**src/rtl/cpu_pkg.sv**
```systemverilog
// Shared CPU constants: datapath widths, opcode values and the fetch-stage state encoding.
package cpu_pkg;

    localparam int ADDR_W  = 16;
    localparam int INSTR_W = 16;

    localparam logic [3:0] OP_NOP = 4'h0;
    localparam logic [3:0] OP_ADD = 4'h1;
    localparam logic [3:0] OP_SUB = 4'h2;
    localparam logic [3:0] OP_LD  = 4'h3;
    localparam logic [3:0] OP_ST  = 4'h4;
    localparam logic [3:0] OP_BEQ = 4'h5;
    localparam logic [3:0] OP_JMP = 4'h6;
    localparam logic [3:0] OP_HLT = 4'hF;

    typedef enum logic [1:0] {
        ST_RUN   = 2'd0,
        ST_DRAIN = 2'd1,
        ST_HALT  = 2'd2
    } fetch_state_e;

endpackage

```
**src/rtl/ifid_reg.sv**
```systemverilog
// IF/ID pipeline register. Clear drops only the valid bit so a bubble keeps the last
// instruction/PC visible; clear beats load, hold freezes every field.
module ifid_reg #(
    parameter int ADDR_W  = 16,
    parameter int INSTR_W = 16
) (
    input  logic               clk,
    input  logic               rst,
    input  logic               load,
    input  logic               clear,
    input  logic               hold,
    input  logic [INSTR_W-1:0] next_instr,
    input  logic [ADDR_W-1:0]  next_pc_inc,
    output logic [INSTR_W-1:0] instr,
    output logic [ADDR_W-1:0]  pc_inc,
    output logic               valid
);

    always_ff @(posedge clk or posedge rst) begin
        if (rst) begin
            instr  <= '0;
            pc_inc <= '0;
            valid  <= 1'b0;
        end else if (clear) begin
            valid <= 1'b0;
        end else if (hold) begin
            valid <= valid;
        end else if (load) begin
            instr  <= next_instr;
            pc_inc <= next_pc_inc;
            valid  <= 1'b1;
        end
    end

endmodule

```
**src/rtl/if_stage.sv**
```systemverilog
// Instruction-fetch stage: owns the PC, runs the variable-latency imem handshake,
// and feeds the IF/ID register while honouring stall, redirect and HLT.
module if_stage #(
    parameter int              ADDR_W   = 16,
    parameter int              INSTR_W  = 16,
    parameter logic [ADDR_W-1:0] RESET_PC = 16'h0000,
    parameter logic [3:0]      OP_HLT   = 4'hF
) (
    input  logic               clk,
    input  logic               rst,
    output logic               imem_req,
    output logic [ADDR_W-1:0]  imem_addr,
    input  logic [INSTR_W-1:0] imem_data,
    input  logic               imem_valid,
    input  logic               stall,
    input  logic               redirect,
    input  logic [ADDR_W-1:0]  redirect_pc,
    output logic [INSTR_W-1:0] ifid_instr,
    output logic [ADDR_W-1:0]  ifid_pc_inc,
    output logic               ifid_valid,
    output logic [ADDR_W-1:0]  pc_out,
    output logic               hlt_fetched
);

    import cpu_pkg::*;

    fetch_state_e      state, state_next;
    logic [ADDR_W-1:0] pc, pc_next;
    logic [ADDR_W-1:0] pend, pend_next;
    logic [ADDR_W-1:0] pc_inc;
    logic              is_hlt;
    logic              reg_load, reg_clear, reg_hold;

    // PC+2 wraps silently at the top of the address space.
    assign pc_inc = pc + ADDR_W'(2);
    assign is_hlt = (imem_data[INSTR_W-1 -: 4] == OP_HLT);

    always_ff @(posedge clk or posedge rst) begin
        if (rst) begin
            state <= ST_RUN;
            pc    <= RESET_PC;
            pend  <= '0;
        end else begin
            state <= state_next;
            pc    <= pc_next;
            pend  <= pend_next;
        end
    end

    always_comb begin
        state_next = state;
        pc_next    = pc;
        pend_next  = pend;
        reg_load   = 1'b0;
        reg_clear  = 1'b0;
        reg_hold   = 1'b0;
        imem_req   = 1'b1;
        unique case (state)
            ST_RUN: begin
                if (redirect) begin
                    reg_clear = 1'b1;
                    if (imem_valid) begin
                        pc_next = redirect_pc;
                    end else begin
                        // The outstanding fetch must still complete before the new address goes out.
                        pend_next  = redirect_pc;
                        state_next = ST_DRAIN;
                    end
                end else if (stall) begin
                    reg_hold = 1'b1;
                end else if (imem_valid) begin
                    reg_load = 1'b1;
                    if (is_hlt) begin
                        state_next = ST_HALT;
                    end else begin
                        pc_next = pc_inc;
                    end
                end else begin
                    reg_clear = 1'b1;
                end
            end
            ST_DRAIN: begin
                reg_clear = 1'b1;
                if (redirect) begin
                    pend_next = redirect_pc;
                end
                if (imem_valid) begin
                    pc_next    = redirect ? redirect_pc : pend;
                    state_next = ST_RUN;
                end
            end
            ST_HALT: begin
                imem_req  = 1'b0;
                reg_clear = 1'b1;
                if (redirect) begin
                    pc_next    = redirect_pc;
                    state_next = ST_RUN;
                end
            end
            default: begin
                reg_clear  = 1'b1;
                state_next = ST_RUN;
            end
        endcase
    end

    assign imem_addr   = pc;
    assign pc_out      = pc;
    assign hlt_fetched = (state == ST_HALT);

    ifid_reg #(
        .ADDR_W (ADDR_W),
        .INSTR_W(INSTR_W)
    ) u_ifid_reg (
        .clk        (clk),
        .rst        (rst),
        .load       (reg_load),
        .clear      (reg_clear),
        .hold       (reg_hold),
        .next_instr (imem_data),
        .next_pc_inc(pc_inc),
        .instr      (ifid_instr),
        .pc_inc     (ifid_pc_inc),
        .valid      (ifid_valid)
    );

endmodule

```
**config.mk**
```make
export PLATFORM = sky130hd
export DESIGN_NAME = if_stage
export DESIGN_NICKNAME = d
export VERILOG_FILES = /design/src/rtl/cpu_pkg.sv /design/src/rtl/ifid_reg.sv /design/src/rtl/if_stage.sv
export SDC_FILE = /design/constraint.sdc
export NUM_CORES = 1
export LEC_CHECK = 0
export CAP_MARGIN = 20
export CORE_UTILIZATION = 30
export CTS_BUF_LIST = sky130_fd_sc_hd__clkbuf_4 sky130_fd_sc_hd__clkbuf_8 sky130_fd_sc_hd__clkbuf_16
export DETAILED_ROUTE_END_ITERATION = 6
export PLACE_DENSITY = 0.62
export SETUP_SLACK_MARGIN = 0.4
export SYNTH_ARGS = -nofsm -noshare
export SYNTH_HDL_FRONTEND = slang
export SYNTH_SLANG_ARGS = --single-unit
export TNS_END_PERCENT = 50
```
**constraint.sdc**
```tcl
create_clock -name clk -period 2.6 [get_ports clk]
set_input_delay 0.52 -clock clk [delete_from_list [all_inputs] [get_ports clk]]
set_output_delay 0.52 -clock clk [all_outputs]
set_load 0.01 [all_outputs]
```
==> reports/results.ini <==
[timing]
setup_violations=0
period_minus_slack_ns=2.17
setup_slack_ns=0.428
drv_slew=0
report.final.hold_viol_count=0
slew_headroom=0.655
setup_tns_ns=0
fin_crit_sh=0.836
rsz0062_at_grt=true
fin_worst_skew_ns=0.00915
fmax_mhz=460
tightest_slew_ns=0.516

[route]
via_per_inst=5.20
ant_nets=0
first_iter_violations=250
avgRoutedWirePerCell_um=16.1
drc=0
vias=3159
drt_first_pass_iters=5
drt-total-wl_um=9790

[grt]
grt_antenna_before_repair=0
grt_max_degree=47
grt_pass1_wl_um=16500
grt_pass1_vias=3237
overflow=0
grt_use_total=0.165

[worst_setup_path]
regToRegSetupSlack_ns=0.53
crit_fanout=6
worstPathCellList=inv_1 > ha_2 > clkdlybuf4s50_1
critical-path-max-stage-delay_ns=0.56
r2r-end=imem_addr[1]
critPathSlowestCell=clkdlybuf4s50_1
arrival_ns=1.65
critPathCaptureType=output pin
crit_type=flip-flop to output pin
critPathRequiredTime_ns=2.08
startpoint_type=flip-flop
rr_worst_depth=7
worstReg2RegStart=state[1]

[cts]
cts_hold_buf=0
root_buffer=clkbuf_16
clock_sinks=67
htreeDepth=3
clkTransAtPathRegs_ns=0.06
clkLatencyLatePin_ns=0.33
cts_tree=yes
cts_inserted_buffers=9
clock_path_buffers=2

[run]
cap_viol_max_count=0

[die]
start_util=0.307
die_h_um=113
rows=40
pin_count=104
core_area_um2=12000
die_w_um=113
dieArea_um2=12700

[cells_and_area]
fin_nets=497
areaGrowthSynthToFinish_pct=39.4
most-common-layout-cells=102 x clkdlybuf4s50_1, 67 x dfrtp_1, 40 x a21oi_1
finalInstanceArea_um2=5140
diodes=0
layout_commonest_cell=clkdlybuf4s50_1
final_cells=608
drive_gt1_frac=0.184

[logic_synthesis]
synth_adder_area_share=0.0136
syn_area_um2=3680
synth_edf_count=0
synth_cell_types=52
synth_seq_cells=67
yosys_warnings=0
synthXorXnorAreaFrac=0.0261
synth_compound_area_frac=0.162
ys.flop_type=dfrtp_1
synth-async-reset-ratio=1.00
synthSimpleGateAreaFrac=0.124
synth_cells=365
synth.net_count=406
ys_seq_area_frac=0.455
syn_avg_cell_area_um2=10.1
synth_top_family_by_area=compound AO/OA/AOI/OAI gates
synth.area.mux_share=0.132

[pwr]
power_leakage_nw=2.06
vdd_ir_drop_max_v=0.000442
p_per_area_nw_per_um2=1340

[outcome]
status=finished clean

[placement]
place_congestion=0.856
port_buffers=103
pre_cts_ws_ns=0.233
dpl.hpwl_um=7190
dpl-instance-area_um2=4770
dp.cells=591

[hold_path]
hold_depth=1
hold_start=pend[3]
hp-class=flip-flop to flip-flop
holdPathEnd=pend[3]

-- synthesized netlist by cell type (5+ instances only) --
cell type / count / share of area
nand2_1: 30 / 0.031
a21oi_1: 40 / 0.054
nor2_1: 33 / 0.034
nand3_1: 8 / 0.011
xnor2_1: 6 / 0.014
mux2_2: 38 / 0.12
buf_6: 5 / 0.015
inv_1: 12 / 0.012
dfrtp_1: 67 / 0.46
clkbuf_1: 5 / 0.0051
mux2i_1: 6 / 0.016
buf_4: 19 / 0.039
a221oi_1: 5 / 0.012
xor2_1: 5 / 0.012
o21ai_0: 17 / 0.023
buf_2: 6 / 0.0081
-- cells by family (layout without fill, tap and decap cells) --
group,count (synthesis),count (layout)
xor+xnor,11,11
flops,67,67
mux,44,44
fa+ha+maj,4,4
compound gates,94,94
buf+inv,49,145
simple gates,96,96
-- layout make-up --
class | count | area [µm²]
multi-input combinational | 249 | 1710
inverter | 12 | 48.8
fill | 1179 | 6880
timing repair buffer | 117 | 1180
tap | 147 | 184
clock inverter | 5 | 85.1
clock buffer | 11 | 253
sequential | 67 | 1680
-- registers in the layout, indices dropped and copies added, names as in the netlist --
| name | cells |
|---|---|
| state | 2 |
| pend | 16 |
| u_ifid_reg.valid | 1 |
| u_ifid_reg.instr | 16 |
| imem_addr | 16 |
| u_ifid_reg.pc_inc | 16 |
-- worst max-delay path by stage --
stage	end	cells past startpoint	start
after floorplan	imem_addr[14]	8	state[0]
after global placement	imem_addr[12]	6	redirect
after detailed placement	imem_addr[12]	6	redirect
after CTS	imem_addr[14]	7	state[1]
after global routing	hlt_fetched	3	state[0]
final	hlt_fetched	3	state[0]
-- where the power goes --
part           leakage (nW)  switching [W]  total, W  internal [W]
sequential            0.798       0.000470   0.00204       0.00157
combinational          1.10        0.00163   0.00347       0.00185
clock                 0.162       0.000459   0.00135      0.000894
-- worst max-delay path, delay by kind of cell, from the launching register on --
family     cells  cell delay (ns)
fa+ha+maj      1             0.26
flops          1             0.40
buf+inv        2             0.66
-- metrics by stage --
stage / utilization / hold slack, ns / total power, W
final: 0.428 / 0.502 / 0.00686
after detailed placement: 0.397 / 0.493 / 0.00548
after floorplan: - / 0.475 / 0.00410
after global routing: 0.428 / 0.532 / 0.00736
after CTS: 0.426 / 0.506 / 0.00687
after global placement: 0.397 / 0.484 / 0.00541
-- routing by layer --
metal / part of all wire / up-vias / track usage
met4: 0.013 / 0 / 0.0533
met3: 0.069 / 11 / 0.0386
met5: 0 / - / 0
li1: - / 1475 / -
met2: 0.45 / 145 / 0.253
met1: 0.47 / 1528 / 0.229
-- repair_timing --
action,4_1_cts,5_1_grt
gates resized for setup,2,5
buffers inserted,1,0
endpoints found under the hold margin,0,0
endpoints found under the setup margin,2,16
(Power assumes the default switching activity.)
==> patch 1, RTL diff (config.mk and constraints unchanged) <==
`INSTR_W` is set to 16 in 3 places; all go to 14.
--- a/src/rtl/cpu_pkg.sv
+++ b/src/rtl/cpu_pkg.sv
@@ -2,7 +2,7 @@
 package cpu_pkg;
 
     localparam int ADDR_W  = 16;
-    localparam int INSTR_W = 16;
+    localparam int INSTR_W = 14;
 
     localparam logic [3:0] OP_NOP = 4'h0;
     localparam logic [3:0] OP_ADD = 4'h1;
--- a/src/rtl/ifid_reg.sv
+++ b/src/rtl/ifid_reg.sv
@@ -2,7 +2,7 @@
 // instruction/PC visible; clear beats load, hold freezes every field.
 module ifid_reg #(
     parameter int ADDR_W  = 16,
-    parameter int INSTR_W = 16
+    parameter int INSTR_W = 14
 ) (
     input  logic               clk,
     input  logic               rst,
--- a/src/rtl/if_stage.sv
+++ b/src/rtl/if_stage.sv
@@ -2,7 +2,7 @@
 // and feeds the IF/ID register while honouring stall, redirect and HLT.
 module if_stage #(
     parameter int              ADDR_W   = 16,
-    parameter int              INSTR_W  = 16,
+    parameter int              INSTR_W  = 14,
     parameter logic [ADDR_W-1:0] RESET_PC = 16'h0000,
     parameter logic [3:0]      OP_HLT   = 4'hF
 ) (
Ports: changed (resized ifid_instr and imem_data); port bits go from 104 to 100. The function was not compared with the original's and may differ.
==> patch 1 against the unedited design <==
  * Critical path depth unchanged
  * Area after synthesis shrank 3.6%
  * Core utilization grew 0.40 points
  * First-iteration DRC count fell by 26%
  * Routed wire length fell by 3.3%
  * Sequential cell count shrank 2
  * Cell count shrank 4.4%
  * Clock power decreased by 7%
  * Power shrank 6.8%
  * Worst setup slack improved by 0.036 ns
  * Design area is 3.6% lower
  * Sequential share of layout area increased by 0.22 points
  * Synthesized cell count shrank 4.7%
==> patch 1: results (changes against the unedited design) <==
- The flow ran to the end, and the final reports show no timing, DRC or antenna violations.
- The total of fill cells in the finished design is 1106 (-6.2%).
- The post-CTS setup-driven buffer insertion count is 0 (-1).
- The overall routed net length is 9460 um (-3.3%).
- The largest fanout on the critical path is 5 (-1).
- The average vias per placed instance is 5.20 (+0.11%).
- The multi-input combinational cell area was 1670 sq um (-2.3%).
- The number of global-route vias before repair is 2915 (-9.9%).
- The count of input and output buffers is 99 (-3.9%).
- The wire length of the first global-routing pass is 15400 um (-6.4%).
- The headroom to the max-slew limit came to 71.5% (+6.0 points).
- The routed wire length per instance is 16.3 um (+1.2%).
- After synthesis, the cell types taking the most area are sky130_fd_sc_hd__dfrtp_1, sky130_fd_sc_hd__mux2_2, sky130_fd_sc_hd__a21oi_1, sky130_fd_sc_hd__buf_4, sky130_fd_sc_hd__nor2_1.
- The proportion of total power due to net switching came to 36.8% (-0.49 points).
- The area of placed instances was 4630 sq um (-2.9%).
- The final hold slack is 0.480 ns (-0.0224 ns).
- The detailed-placement wirelength estimate came to 6870 um (-4.4%).
- The wire length on met1 is 4480 um (-1.8%).
- The post-route clock skew was 0.00862 ns (-0.000526 ns).
- The global-route met3 utilization is 3.72% (-0.14 points).
- The post-placement setup slack is 0.179 ns (-0.0541 ns).
- The number of nets in the synthesized netlist is 387 (-4.7%).
- The global routing met2 resource utilization is 23.9% (-1.4 points).
- In the synthesized netlist, the cells that appear most often are sky130_fd_sc_hd__dfrtp_1, sky130_fd_sc_hd__mux2_2, sky130_fd_sc_hd__a21oi_1.
- The global-route met1 utilization is 21.8% (-1.1 points).
- The fraction of layout cells with a size suffix above 1 is 17.4% (-1.1 points).
- The sequential fraction of the synthesis area is 45.8% (+0.27 points).
- The average footprint of a synthesized cell was 10.2 sq um (+1.1%).
- The placed cell count was 565 (-4.4%).
- The final weighted congestion of routability-driven global placement is 0.781 (-8.7%).
- The number of DRC markers after the initial detailed-route iteration is 184 (-26%).
- The minimum setup slack among reg-to-reg paths is 0.55 ns (+0.02 ns).
- The maximum number of pins on one net before global-route repair is 51 (+8.5%).
- The number of nets at the end of the flow is 472 (-5.0%).
- The global routing usage summed across all routing layers is 15.6% (-0.88 points).
patch 1: changes by cell type after synthesis, sizes merged, moves of 4 or more:
cell and change:
a21oi -10, nand2 -8, xnor2 +6, a22o +4, a31oi +4, nand3 -4, nor2 -4, o22a +4
xor2 -4
patch 1: layout make-up:
class / count / area share, %
Multi-Input combinational cell: 236 / 33.8
Timing Repair Buffer: 111 / 22.6
Sequential cell: 65 / 32.9
Clock buffer: 12 / 5.26
Tap cell: 143 / 3.61
Clock inverter: 4 / 1.04
Inverter: 10 / 0.758
patch 1: cells by family (layout without fill, tap and decap cells):
logic type      after synthesis  count (layout)  synth area share (%)
compound gates               91              91                  17.0
simple gates                 86              86                  12.0
flops                        65              65                  45.8
buf+inv                      47             137                  7.39
mux                          42              42                  13.2
xor+xnor                     13              13                  3.20
fa+ha+maj                     4               4                  1.41
patch 1: repair_timing:
| action | CTS | global route |
|---|---|---|
| endpoints found under the setup margin | 6 | 9 |
| gates resized for setup | 2 | 3 |
| hold buffers | 0 | 0 |
| pin swaps | 0 | 0 |
patch 1: how the worst max path moves through the flow:
stage | from | to | slack [ns] | cells after the start
finish | state[0] | hlt_fetched | 0.46 | 3
detailed placement | redirect | imem_addr[7] | 0.18 | 7
global route | redirect | imem_addr[9] | 0.39 | 8
CTS | state[0] | imem_req | 0.33 | 4
global placement | redirect | imem_addr[13] | 0.28 | 8
floorplan | rst | imem_addr[0] | 0.45 | 1
patch 1: power by group through the flow:
stage	clock [uW]	combinational [uW]	sequential [uW]
6_report	1260	3180	1960
5_1_grt	1310	3430	2030
2_1_floorplan	0	1730	2040
3_5_place_dp	0	3170	1970
3_3_place_gp	0	3110	1950
4_1_cts	1270	3190	1960
==> patch 2, RTL diff (same settings) <==
Made on the original files. Re-encode `fetch_state_e` (3 states) as one-hot, 3 bits wide.
--- a/src/rtl/cpu_pkg.sv
+++ b/src/rtl/cpu_pkg.sv
@@ -13,10 +13,10 @@
     localparam logic [3:0] OP_JMP = 4'h6;
     localparam logic [3:0] OP_HLT = 4'hF;
 
-    typedef enum logic [1:0] {
-        ST_RUN   = 2'd0,
-        ST_DRAIN = 2'd1,
-        ST_HALT  = 2'd2
+    typedef enum logic [2:0] {
+        ST_RUN   = 3'b001,
+        ST_DRAIN = 3'b010,
+        ST_HALT  = 3'b100
     } fetch_state_e;
 
 endpackage
Function: no difference found for any inputs over 4 cycles, from zero or initial values and one cycle with rst high; so few cycles prove little.
==> patch 2 against the unedited design <==
  * Fmax up 0.44%
  * Sequential power shrank 11%
  * Via count increased by 0.44%
  * Routed wire length rose by 1.3%
  * Register-to-register slack got worse by 0.07 ns
  * Count of clock-buffer cells in the layout down 2
  * Design area increased by 3.6%
  * Worst setup slack improved by 0.0095 ns
  * Sequential cell count increased by 1
  * Area after synthesis up 0.92%
  * Non-clock buffer count rose by 15
  * Cell count rose by 4.6%
  * Power is 24% lower
  * Critical path type unchanged
==> patch 2: results (changes against the unedited design) <==
- The number of antenna violations at the first check in global routing came to 0 (unchanged).
- The count of input and output buffers is 103 (unchanged).
- The worst setup path is launched from a flop.
- Sorting the synthesized cells by how often they occur yields sky130_fd_sc_hd__dfrtp_1, sky130_fd_sc_hd__nand2_1, sky130_fd_sc_hd__mux2_2.
- The maximum number of pins on one net before global-route repair is 35 (-26%).
- The largest vdd supply drop came to 0.338 mV (-23%).
- The total iterations of the first detailed-routing run is 5 (unchanged).
- The post-route clock skew is 0.00687 ns (-0.00228 ns).
- On the critical path, the stage with the largest delay is an instance of sky130_fd_sc_hd__dfstp_2.
- The number of levels in the clock H-tree was 3 (unchanged).
- The cell at the root of the clock tree is sky130_fd_sc_hd__clkbuf_16.
- The number of global-route vias before repair is 3044 (-6.0%).
- The final weighted congestion of routability-driven global placement is 0.908 (+6.0%).
- The beginning of the worst register-to-register path is state[0].
- The sequential fraction of the synthesis area is 45.8% (+0.29 points).
- The warning count from the yosys run is 0 (unchanged).
- The total clock buffers created by CTS is 9 (unchanged).
- The fraction of layout cells with a size suffix above 1 is 21.4% (+2.9 points).
- The reported net switching power is 1700 uW (-34%).
- The number of nets at the end of the flow is 501 (+0.80%).
- The worst stage delay on the critical path is 0.62 ns (+0.06 ns).
- The headroom to the max-slew limit is 64.6% (-0.92 points).
- The maximum buffer depth of the clock tree is 2 (unchanged).
- The total via count after detailed routing came to 3173 (+0.44%).
- The routed wire length per instance was 15.6 um (-3.2%).
- The largest fanout on the critical path came to 7 (+1).
- The path category of the worst min-delay check is flop to flop.
- The number of DRC markers after the initial detailed-route iteration is 195 (-22%).
- The leakage component of the power is 0.00223 uW (+8.2%).
- The post-placement setup slack came to -0.101 ns (-0.334 ns).
- The run finished with clean final reports.
- The proportion of synthesized flip-flops having asynchronous set or reset is 100% (unchanged).
- The CTS clock-pin slew for the worst setup and hold paths is 0.06 ns (about the same).
- Ranked by total cell area, the synthesized netlist is headed by sky130_fd_sc_hd__dfrtp_1, sky130_fd_sc_hd__mux2_2, sky130_fd_sc_hd__mux2_4, sky130_fd_sc_hd__buf_4, sky130_fd_sc_hd__o21ai_0.
- The number of antenna cells inserted is 0 (unchanged).
- The global routing usage summed across all routing layers is 15.7% (-0.74 points).
- The area of placed instances is 4900 sq um (+2.8%).
- The detailed-placement wirelength estimate is 7180 um (-0.14%).
- The final design utilization is 44.1% (+1.3 points).
- The worst hold path begins at u_ifid_reg.pc_inc[9].
- The number of nets in the synthesized netlist is 397 (-2.2%).
- The clock latency reported for the late side of the worst-skew pair is 0.33 ns (about the same).
- The number of distinct library cell variants in the gate-level netlist after synthesis was 51 (-1.9%).
- The wire length of the first global-routing pass came to 15700 um (-4.3%).
-- patch 2: layout make-up --
cell class                      count  area (sq um)
Fill cell                        1144          6740
Tap cell                          168           210
Inverter                            7          30.0
Clock inverter                      7          91.3
Sequential cell                    68          1700
Multi-Input combinational cell    245          1760
Clock buffer                        9           225
Timing Repair Buffer              132          1300
-- patch 2: cell families (layout without fill, tap and decap cells) --
| family | after synthesis | after routing | synth area share (%) |
|---|---|---|---|
| AO/OA/AOI/OAI | 97 | 97 | 17.3 |
| flip-flops | 68 | 68 | 45.8 |
| XOR/XNOR | 14 | 14 | 3.30 |
| adder cells (fa/ha/maj) | 1 | 1 | 0.336 |
| multiplexers | 42 | 42 | 13.9 |
| AND/OR/NAND/NOR | 91 | 91 | 12.0 |
| buffers and inverters | 46 | 155 | 7.40 |
-- patch 2: worst paths after layout --
kind / cells past startpoint / endpoint / slack [ns]
worst min-delay path: 2 / u_ifid_reg.pc_inc[9] / 0.48
worst min register to register: 2 / u_ifid_reg.pc_inc[9] / 0.48
worst max-delay path: 3 / imem_req / 0.44
min in group asynchronous: 2 / u_ifid_reg.instr[10] / 0.58
worst max register to register: 4 / u_ifid_reg.pc_inc[12] / 0.46
max in group asynchronous: 3 / state[0] / 1.40
-- patch 2: layer usage --
metal | GRT usage [%] | part of all wire (%) | up-vias | wire, um
met1 | 21.0 | 46 | 1543 | 4600
met5 | 0 | 0 | - | 0
met2 | 25.7 | 47 | 115 | 4690
li1 | - | - | 1503 | -
met3 | 2.84 | 5.0 | 12 | 492
met4 | 5.53 | 1.3 | 0 | 126
-- patch 2: metrics by stage --
step / instances / hold slack (ns) / total power (uW) / setup TNS (ns)
after floorplan: 359 / 0.446 / 2900 / 0
after global placement: 613 / 0.462 / 3870 / -1.08
after detailed placement: 613 / 0.471 / 3920 / -1.36
after CTS: 632 / 0.484 / 5260 / 0
after global routing: 636 / 0.507 / 5520 / 0
final: 636 / 0.478 / 5210 / 0
-- patch 2: timing repair --
action                     CTS  global route
gates resized for setup      7             2
hold endpoints to repair     0             0
cloned                       1             0
setup endpoints to repair   31            20
hold buffers                 0             0
setup buffers                2             4
pin swaps                    1             1
-- patch 2: worst max-delay path, delay by kind of cell (launching register included) --
family                 cells  cell delay [ns]
flip-flops                 1             0.62
buffers and inverters      2             0.63
AND/OR/NAND/NOR            1             0.06
-- patch 2: power groups by stage --
stage	registers (uW)	logic, uW	clock network, uW
after floorplan	1870	1030	0
after global placement	1820	2050	0
after detailed placement	1830	2090	0
after CTS	1810	2100	1340
after global routing	1870	2270	1370
final	1810	2100	1300
